--- config.mk ---
export PLATFORM = sky130hd
export DESIGN_NAME = cla_pipe_subtractor
export DESIGN_NICKNAME = d
export VERILOG_FILES = /design/src/rtl/cla_pipe_subtractor_pkg.sv /design/src/rtl/cla_pipe_subtractor_slice.sv /design/src/rtl/cla_pipe_subtractor.sv
export SDC_FILE = /design/constraint.sdc
export NUM_CORES = 1
export LEC_CHECK = 0
export ABC_AREA = 1
export BUFFER_PORTS_ARGS = -buffer_cell sky130_fd_sc_hd__buf_2
export CORE_MARGIN = 4
export CORE_UTILIZATION = 57
export CTS_CLUSTER_DIAMETER = 80
export CTS_CLUSTER_SIZE = 24
export DETAILED_ROUTE_END_ITERATION = 7
export PLACE_DENSITY_LB_ADDON = 0.08
export SLEW_MARGIN = 20
export SYNTH_ARGS = -nofsm -noshare
export SYNTH_HDL_FRONTEND = slang
export SYNTH_SLANG_ARGS = --single-unit
--- constraint.sdc ---
create_clock -name clk -period 3.75 [get_ports clk]
set_clock_uncertainty 0.1 [all_clocks]
set_input_delay 0.5625 -clock clk [delete_from_list [all_inputs] [get_ports clk]]
set_output_delay 0.5625 -clock clk [all_outputs]
set_load 0.01 [all_outputs]
--- src/rtl/cla_pipe_subtractor_pkg.sv ---
// Shared types and look-ahead helper for the pipelined CLA subtractor.
// Stage records are sized for the widest supported operand (CLA_MAX_W); narrower instances leave the upper bits at zero.
package cla_pkg;

  localparam int NIBBLE_W  = 4;
  localparam int CLA_MAX_W = 64;

  typedef struct packed {
    logic                 vld;
    logic [CLA_MAX_W-1:0] diff;
    logic [CLA_MAX_W-1:0] rem_a;
    logic [CLA_MAX_W-1:0] rem_bn;
    logic                 carry;
  } stage_t;

  typedef struct packed {
    logic [NIBBLE_W-1:0] p;
    logic [NIBBLE_W:0]   c;
  } nib_t;

  // Generate/propagate and the full look-ahead carry vector of one nibble.
  // c[i] is the carry into bit i; c[4] is the nibble carry-out.
  function automatic nib_t cla_nibble(input logic [NIBBLE_W-1:0] a,
                                      input logic [NIBBLE_W-1:0] b_n,
                                      input logic                cin);
    logic [NIBBLE_W-1:0] g;
    nib_t                r;
    g      = a & b_n;
    r.p    = a ^ b_n;
    r.c[0] = cin;
    r.c[1] = g[0] | (r.p[0] & cin);
    r.c[2] = g[1] | (r.p[1] & g[0]) | (r.p[1] & r.p[0] & cin);
    r.c[3] = g[2] | (r.p[2] & g[1]) | (r.p[2] & r.p[1] & g[0])
           | (r.p[2] & r.p[1] & r.p[0] & cin);
    r.c[4] = g[3] | (r.p[3] & g[2]) | (r.p[3] & r.p[2] & g[1])
           | (r.p[3] & r.p[2] & r.p[1] & g[0])
           | (r.p[3] & r.p[2] & r.p[1] & r.p[0] & cin);
    return r;
  endfunction

endpackage

--- src/rtl/cla_pipe_subtractor_slice.sv ---
// cla4_slice: combinational 4-bit carry-look-ahead nibble computing a + b_n + cin.
// c3 is the carry into bit 3, needed by the top slice for signed overflow.
module cla4_slice
  import cla_pkg::*;
(
  input  logic [3:0] a,
  input  logic [3:0] b_n,
  input  logic       cin,
  output logic [3:0] s,
  output logic       c3,
  output logic       cout
);

  nib_t nib;

  assign nib  = cla_nibble(a, b_n, cin);
  assign s    = nib.p ^ nib.c[3:0];
  assign c3   = nib.c[3];
  assign cout = nib.c[4];

endmodule

--- src/rtl/cla_pipe_subtractor.sv ---
// Pipelined a - b - bin as a + ~b + ~bin, one 4-bit CLA slice per stage, carry registered between stages.
// Single global enable stalls every stage on output backpressure. Define CLA_SUB_SATURATE_EN to clamp underflowing results to zero.
module cla_pipe_subtractor
  import cla_pkg::*;
#(
  parameter int WIDTH = 16
) (
  input  logic             clk,
  input  logic             rst,
  input  logic             in_valid,
  output logic             in_ready,
  input  logic [WIDTH-1:0] in_a,
  input  logic [WIDTH-1:0] in_b,
  input  logic             in_bin,
  output logic             out_valid,
  input  logic             out_ready,
  output logic [WIDTH-1:0] out_diff,
  output logic             out_borrow,
  output logic             out_ovf
);

  localparam int STAGES = WIDTH / NIBBLE_W;

  stage_t           stg [STAGES];
  stage_t           nxt [STAGES];
  logic             en;
  logic [WIDTH-1:0] fin_diff;
  logic             fin_c3;
  logic             fin_cout;

  assign out_valid = stg[STAGES-1].vld;
  assign en        = ~(out_valid & ~out_ready);
  assign in_ready  = en;

  for (genvar k = 0; k < STAGES; k++) begin : g_stage
    stage_t     src;
    logic [3:0] s;
    logic       cout;

    // Stage 0 consumes the raw operands; later stages consume the previous register.
    if (k == 0) begin : g_first
      assign src = '{vld:    in_valid,
                     diff:   '0,
                     rem_a:  CLA_MAX_W'(in_a),
                     rem_bn: CLA_MAX_W'(~in_b),
                     carry:  ~in_bin};
    end else begin : g_next
      assign src = stg[k-1];
    end

    if (k == STAGES-1) begin : g_last
      cla4_slice u_slice (
        .a    (src.rem_a[3:0]),
        .b_n  (src.rem_bn[3:0]),
        .cin  (src.carry),
        .s    (s),
        .c3   (fin_c3),
        .cout (cout)
      );
      assign fin_cout = cout;
      assign fin_diff = nxt[k].diff[WIDTH-1:0];
    end else begin : g_mid
      logic c3_unused;
      cla4_slice u_slice (
        .a    (src.rem_a[3:0]),
        .b_n  (src.rem_bn[3:0]),
        .cin  (src.carry),
        .s    (s),
        .c3   (c3_unused),
        .cout (cout)
      );
    end

    assign nxt[k] = '{vld:    src.vld,
                      diff:   src.diff | (CLA_MAX_W'(s) << (NIBBLE_W * k)),
                      rem_a:  src.rem_a >> NIBBLE_W,
                      rem_bn: src.rem_bn >> NIBBLE_W,
                      carry:  cout};
  end

  always_ff @(posedge clk) begin
    if (rst) begin
      for (int k = 0; k < STAGES; k++) begin
        stg[k] <= '0;
      end
      out_diff   <= '0;
      out_borrow <= 1'b0;
      out_ovf    <= 1'b0;
    end else if (en) begin
      for (int k = 0; k < STAGES; k++) begin
        stg[k] <= nxt[k];
      end
`ifdef CLA_SUB_SATURATE_EN
      out_diff   <= fin_cout ? fin_diff : '0;
`else
      out_diff   <= fin_diff;
`endif
      out_borrow <= ~fin_cout;
      out_ovf    <= fin_c3 ^ fin_cout;
    end
  end

endmodule

==> results, run 1 <==
- The switching share of total power is between 20% and 30%.
- The number of antenna violations at the first check in global routing was 0.
- The remaining design rule violation count is 0.
- The routed design uses 308 um of met3 wire.
- The tree is rooted in a clkbuf_8.
- The maximum clock rate is ~0.47 GHz.
- Setup repair after global routing left no endpoint under its margin.
- Total power for the finished layout comes to 2.105 mW.
- The portion of synthesized cell area occupied by the leading cell type is between 50% and 60%.
- For this design the ratio of total power to cell area is 432.1 nW/um^2.
- The iteration-0 DRC count of the detailed router is 91.
- The count of final hold-check violations is 0.
- After synthesis, the largest family of logic cells by area is simple AND/OR/NAND/NOR gates.
- Summed over all instances, the cell type with the most area after synthesis is edfxtp_1.
- The via count of the first global-routing pass is around 2500.
- The net count after synthesis is 464.
- For this design, the CTS-stage hold fixing added 0 buffers.
- The worst path arrival time is around 2.1 ns.
- In the final routing, the length of wire on met1 measures ~3000 um.
- Clock latency on the worst-skew pair, taken at its later pin, is ~0.35 ns.
- The number of different library cells used by synthesis comes to 25.
- The number of antenna-violating nets in the routed design is 0.
- The synthesized netlist devotes under 10% of its cell area to adder and majority cells.
- The gate count of the mapped netlist is 406.
- In this run the static leakage power is about 2.3 nW.
- During synthesis, Yosys emitted a total of 0 warnings.
- The net count of the finished layout is 523.
- The sequential share of power is 60.8%.
- The share of the clock period used by the worst path is a little under three fifths.
- The setup TNS is 0 ns.
- The number of sinks on the clock net is 98.
- The max-slew violation total from the final report is 0.
- Summing the areas of all compound-gate instances in the mapped netlist gives 5.421% of the synthesized area.
- After the flow finishes, the layout carries non-filler instances totaling 569.
- In the final routed layout, each cell accounts on average for roughly 11 um.
- The post-CTS clock slew at the launch and capture registers of the worst setup and hold paths is approximately 0.10 ns.
- Post-CTS repair changed the size of 0 cells.
- In this run the worst path has a maximum fanout of 44.
- The total via count in the routed design is between 2000 and 3000.
- After layout, the minimum clock period comes to about 2.1 ns.
- The y dimension of the die is between 90 and 100 um.
- The worst hold slack across all endpoints is ~0.36 ns.
- The register cell area after layout is between 2000 and 3000 sq um.
- The TritonCTS clock tree is built.
- The first global-routing pass estimated 10600 um of wire.
- The detailed router used layers up to and including met4.
- In the final layout, the share of cells above drive strength 1 is between 10% and 20%.
- The met2 routed wirelength is 2790 um.
- Entering global routing, the biggest net connects about 60 pins.
- At the worst endpoint, the required time is about 3.8 ns.
- The worst setup path is launched from a flip-flop.
- Across the run, the number of max-cap violations was 0.
- The global-route total usage across every layer is between 10% and 20%.
- The internal power of the cells totals 1.588 mW.
- Relative to the synthesized area, the layout overhead comes to 12.28%.
- Of the total power, combinational logic draws 9.4%.
- Once the floorplan was initialized, standard cells occupied 59.19% of the core.
- The portion of total power attributed to the clock network is 29.9%.
- Summed over all layers, the global routing overflow is 0.
- Of the synthesized area, sequential elements account for a little under two thirds.
- The worst hold path belongs to the class reg -> reg.
- The placer's final routability congestion estimate is slightly above 0.8.
- The critical setup path kind is reg -> reg.
- Clock tree synthesis inserted a total of 9 buffers.
- Of the post-synthesis cell area, the part taken by muxes is 0%.
- The count of TritonRoute iterations in the first routing pass is 4.
- The simple-gate portion of the synthesized area is approximately 14%.
- The multi-input combinational cells in the finished layout cover a total of 1180 sq um.
- The vias per cell is ~4.7.
- The share of the synthesized netlist area taken by xor and xnor gates is 0.8074%.
- The wire length reported by the detailed router is 6180 um.
- Each instance of the synthesized netlist takes up on average around 11 sq um.
- For the pin with the worst max-slew slack, the measured transition is about 0.81 ns.
- The worst slew slack as a fraction of its limit is 45.81%.
- The total inserted antenna cells is 0.
- Fill cells in the final layout number around 590.
- Counting flops and latches in the post-synthesis netlist gives 98.
- The clock tree synthesis step divided the H-tree into 3 levels.
- The area enclosed by the die boundary is just over 9000 sq um.
- The area of the core is 7331 sq um.
- The flow ran to the end, and the final reports show no timing, DRC or antenna violations.
- The worst IR drop on VDD is just under 0.2 mV.
- After synthesis, the cell types taking the most area are edfxtp_1 (55%), dfxtp_1 (8.3%), nor2_1 (7.5%).
- The I/O pin count is 57.
- In this run the post-CTS setup repair buffer count came out at 0.
- The power dissipated by switching net loads is 0.5172 mW.
- The number of cells in the design after placement is between 500 and 600.
- The deepest clock path buffer count is 2.
- Port buffering added 56 buffers.
- The floorplan die width is about 95 um.
- The mapped netlist covers ~4300 sq um.
- The wire-length estimate of the detail-placed layout is ~4200 um.
- The initialized floorplan defines 31 standard-cell rows.
- The number of endpoints failing setup at the final stage is 0.
- The critical path endpoint category is a flip-flop.
==> layout by cell type (no fill, tap or decap), drive strengths merged, types with 4 or more instances in the layout <==
cell type / n
a21oi: 13
a22o: 12
buf: 59
clkbuf: 9
dfxtp: 18
edfxtp: 80
fa: 4
ha: 17
inv: 89
nand2: 39
nand3: 14
nand4: 5
nor2: 88
o21ai: 7
xor2: 4
==> logic make-up (layout without fill, tap and decap cells) <==
kind of cell / count (synthesis) / count (layout)
other: 1 / 1
XOR/XNOR: 4 / 4
AO/OA/AOI/OAI: 36 / 36
adder cells (fa/ha/maj): 21 / 21
flip-flops: 98 / 98
AND/OR/NAND/NOR: 150 / 150
buffers and inverters: 96 / 160
==> worst max-delay path, stage by stage (launching register included) <==
cell      delay, ns
edfxtp_1       0.35
inv_1          0.05
nor2_2         0.16
inv_2          0.06
nand2_2        0.59
inv_2          0.35
o21ai_0        0.17
a21oi_1        0.05
==> through the flow <==
stage / utilization, % / worst slack [ns] / instance area [sq um]
CTS: 66.46 / 1.548 / 4872
global route: 66.46 / 1.410 / 4872
floorplan: - / 0.4935 / 4339
detailed placement: 63.95 / 1.254 / 4688
global placement: 63.95 / 1.305 / 4688
finish: 66.46 / 1.611 / 4872
==> state kept, by name (all words and copies together) (netlist names) <==
register,cells
stg,80
out_ovf,1
out_diff,16
out_borrow,1
==> routing by layer <==
layer	track usage, %	up-vias
li1	-	1420
met1	19.39	1176
met2	24.37	50
met3	3.710	7
met4	6.490	0
met5	0	-
==> cells in the mapped netlist <==
| cell type | n |
|---|---|
| nor3_1 | 2 |
| inv_1 | 82 |
| buf_2 | 2 |
| fa_1 | 4 |
| nand4_1 | 5 |
| nand2_1 | 38 |
| a22o_1 | 12 |
| nor2_1 | 87 |
| buf_4 | 7 |
| dfxtp_1 | 18 |
| nor2_2 | 1 |
| o211ai_1 | 2 |
| buf_6 | 2 |
| edfxtp_1 | 80 |
| a21oi_1 | 13 |
| conb_1 | 1 |
| o21a_1 | 2 |
| or2_0 | 1 |
| nand3_1 | 14 |
| ha_1 | 17 |
| xor2_1 | 4 |
| and2_1 | 1 |
| o21ai_0 | 7 |
| nand2_2 | 1 |
| inv_2 | 3 |
==> power groups by stage <==
stage                     clock network [mW]  logic (mW)  registers [mW]
after detailed placement                   0       0.197            1.31
after floorplan                            0       0.139            1.31
final                                  0.629       0.197            1.28
after CTS                              0.647       0.199            1.28
after global placement                     0       0.191            1.30
after global routing                   0.683       0.232            1.29
==> worst paths after layout <==
kind,slack (ns),endpoint,cells after the start,start
worst max-delay path,1.61,stg[0][503]$_DFFE_PP_,7,stg[0][743]$_SDFFCE_PN0P_
worst min-delay path,0.36,out_diff[10]$_SDFFE_PP0N_,1,stg[0][503]$_DFFE_PP_
worst max register to register,1.61,stg[0][503]$_DFFE_PP_,7,stg[0][743]$_SDFFCE_PN0P_
worst min register to register,0.36,out_diff[10]$_SDFFE_PP0N_,1,stg[0][503]$_DFFE_PP_
==> layout make-up <==
class | instances | share of cell area [%]
multi-input cells | 212 | 24.22
inverters | 85 | 6.549
clock inverters | 7 | 1.233
clock buffers | 9 | 2.542
flip-flops and latches | 98 | 56.70
well taps | 99 | 2.542
repair buffers | 59 | 6.215
No activity file was read; power rests on OpenSTA's default activity.
==> run 2, diff against run 1 <==
- clock period: 3.75 -> 2.1 ns (I/O delays scaled with it)
==> run 2 against run 1 <==
Power rose by 91%. Final area increased by 2.3%. Wire length rose by 3.0%.
==> results, run 2 (synthesis gave the netlist of run 1 again) <==
- The run finished with clean final reports.
- Setup repair after global routing left no endpoint under its margin.
- The clock root buffer is clkbuf_8.
- The library cell used most frequently in the layout, excluding fill and tap cells, is nor2_1.
- The final instance area is between 4000 and 5000 sq um.
- The worst path arrival time is about 1.7 ns.
- The remaining design rule violation count is 0.
- Buffers inserted during clock tree synthesis total 9.
- Routability-driven placement finished with a final weighted congestion of 0.8405.
- The post-synthesis to final-layout area growth is 14.82%.
- At the placement stage, the worst setup path has a slack of approximately 0.40 ns.
- The max-slew violation total from the final report is 0.
- Once detail routing completed, the nets flagged for antenna violations numbered 0.
- The count of final hold-check violations is 0.
- The maximum net fanout on the critical path is 22.
- The floorplan step defined a die boundary enclosing ~9000 sq um.
- STA puts the critical path data required time at approximately 2.2 ns.
- The level count of the clock H-tree is 3.
- The number of flip-flops under the largest register name is 80.
- The number of max-cap violations is 0.
- The total via count in the routed design is roughly 2700.
- In the layout the commonest cells are nor2_1 (87), inv_1 (82), edfxtp_1 (80).
- The quantity of I/O buffers inserted on ports is 56.
- The critical setup path kind is reg -> reg.
- Detailed placement ended at an HPWL of about 4300 um.
- Setup violations remaining at the end of the flow were counted as 0.
- The critical path launch point type is a flip-flop.
- The min-delay analysis places its worst path in the category in -> reg.
- The TritonCTS clock tree is built.
- Clock latency on the worst-skew pair, taken at its later pin, is approximately 0.35 ns.
- The number of sinks on the clock net is between 90 and 100.
- The buffers inserted during post-CTS setup optimization is 0.
- Internal power comes to around 3.2 mW.
- Entering global routing, the biggest net connects 47 pins.
- The vias per cell is 4.735.
- Sequential cells burn a little under three fifths of the power.
- The smallest clock period supported by the final layout is computed as 1.622 ns.
- The residual overflow from global routing is 0.
- Combinational cells account for 8.9% of the total power.
- For this configuration, the core starts out at a cell density of 59.19%.
- The via count of the first global-routing pass is 2577.
- The share of the clock period used by the worst path is around 77%.
- After layout, the worst setup slack is about 0.48 ns.
- The wire length reported by the detailed router is roughly 6400 um.
- The power dissipated by switching net loads is 0.8755 mW.
- Static timing analysis puts the maximum clock frequency at just over 0.6 GHz.
- Across all hold checks on the routed design, the worst slack comes to about 0.12 ns.
- The deepest clock path buffer count is 2.
- The setup TNS is 0 ns.
- After layout, the design draws a total of approximately 4.0 mW.
- The total leakage power is roughly 2.4 nW.
- The y dimension of the die is roughly 95 um.
- The register cell area after layout is about 2800 sq um.
- Summing all multi-input logic gate instances after layout gives 1180 sq um.
- Hold repair after CTS inserted 0 buffers.
- Dividing the detail-routed wire length by the instance count gives 11.17 um.
- Post-CTS repair changed the size of 0 cells.
- The count of TritonRoute iterations in the first routing pass is 4.
- 0 antenna diodes ended up in the layout.
- The die is 95.25 um wide.
- The number of antenna violations at the first check in global routing came to 0.
- The utilization after layout is 67.96%.
- The iteration-0 DRC count of the detailed router is approximately 120.
- The finished layout holds 570 standard cells, fillers aside.
- The share of total power dissipated in the clock network is between 30% and 40%.
- The number of nets in the final layout is roughly 520.
- The placement-stage cell area is ~4700 sq um.
- The layout has around 550 filler cells.
- The I/O pin count is 57.
- The register with the most flip-flops in the final layout is stg.
- The fraction of layout instances using a drive strength above 1 is between 10% and 20%.
- The number of cell rows is 31.
- The switching share of total power is 21.72%.
- The global-route total usage across every layer is between 10% and 20%.
- The power density relative to cell area is just over 800 nW/um^2.
- The wire length of the first global-routing pass is between 10000 and 15000 um.
- STA classifies the critical path endpoint as a flip-flop.
- The area of the core is ~7300 sq um.
- The largest registers in the layout are stg x80, out_diff x16.
- Counting tap cells, the placed design contains a total of 554 instances.
- IR analysis of the VDD net gives a maximum drop of roughly 0.38 mV.
- The post-CTS clock slew at the launch and capture registers of the worst setup and hold paths is around 0.090 ns.
-- run 2: cell types whose count changed in the layout (fill, tap and decap cells not counted) --
cell / change
clkinv_4: -1
inv_6: -1
inv_4: -1
clkbuf_16: +2
clkinvlp_4: -1
buf_4: -2
bufinv_16: +1
inv_8: -1
clkbuf_8: +2
buf_12: +3
-- run 2: per-layer routing --
layer	GRT usage (%)	routed length, um
met5	0	0
met4	7.933	116
met3	3.157	346
met2	25.42	2926
met1	20.27	2975
-- run 2: final timing paths --
path | from | to | slack [ns] | cells after the start
min | in_b[5] | stg[0][2]$_DFFE_PP_ | 0.12 | 2
max reg2reg | stg[0][743]$_SDFFCE_PN0P_ | stg[0][503]$_DFFE_PP_ | 0.48 | 7
min reg2reg | stg[0][494]$_DFFE_PP_ | out_diff[1]$_SDFFE_PP0N_ | 0.36 | 1
max | stg[0][743]$_SDFFCE_PN0P_ | stg[0][503]$_DFFE_PP_ | 0.48 | 7
-- run 2: final cells by class --
class                           instances  share of cell area (%)
Tap cell                               99                   2.486
Multi-Input combinational cell        212                   23.68
Clock inverter                          3                  0.9543
Timing Repair Buffer                   60                   6.981
Clock buffer                           13                   4.043
Sequential cell                        98                   55.45
Inverter                               85                   6.404
-- run 2: worst max-delay path: stages, from the launching register on --
cell and delay (ns):
edfxtp_1 0.39, inv_1 0.08, nor2_2 0.05, inv_2 0.05
nand2_2 0.18, inv_2 0.35, o21ai_0 0.14, a21oi_1 0.14
-- run 2: power groups by stage --
stage          Clock [mW]  Sequential, mW  Combinational, mW
6_report             1.39            2.28              0.361
5_1_grt              1.50            2.30              0.424
4_1_cts              1.43            2.29              0.364
3_5_place_dp            0            2.33              0.359
3_3_place_gp            0            2.33              0.348
2_1_floorplan           0            2.33              0.249
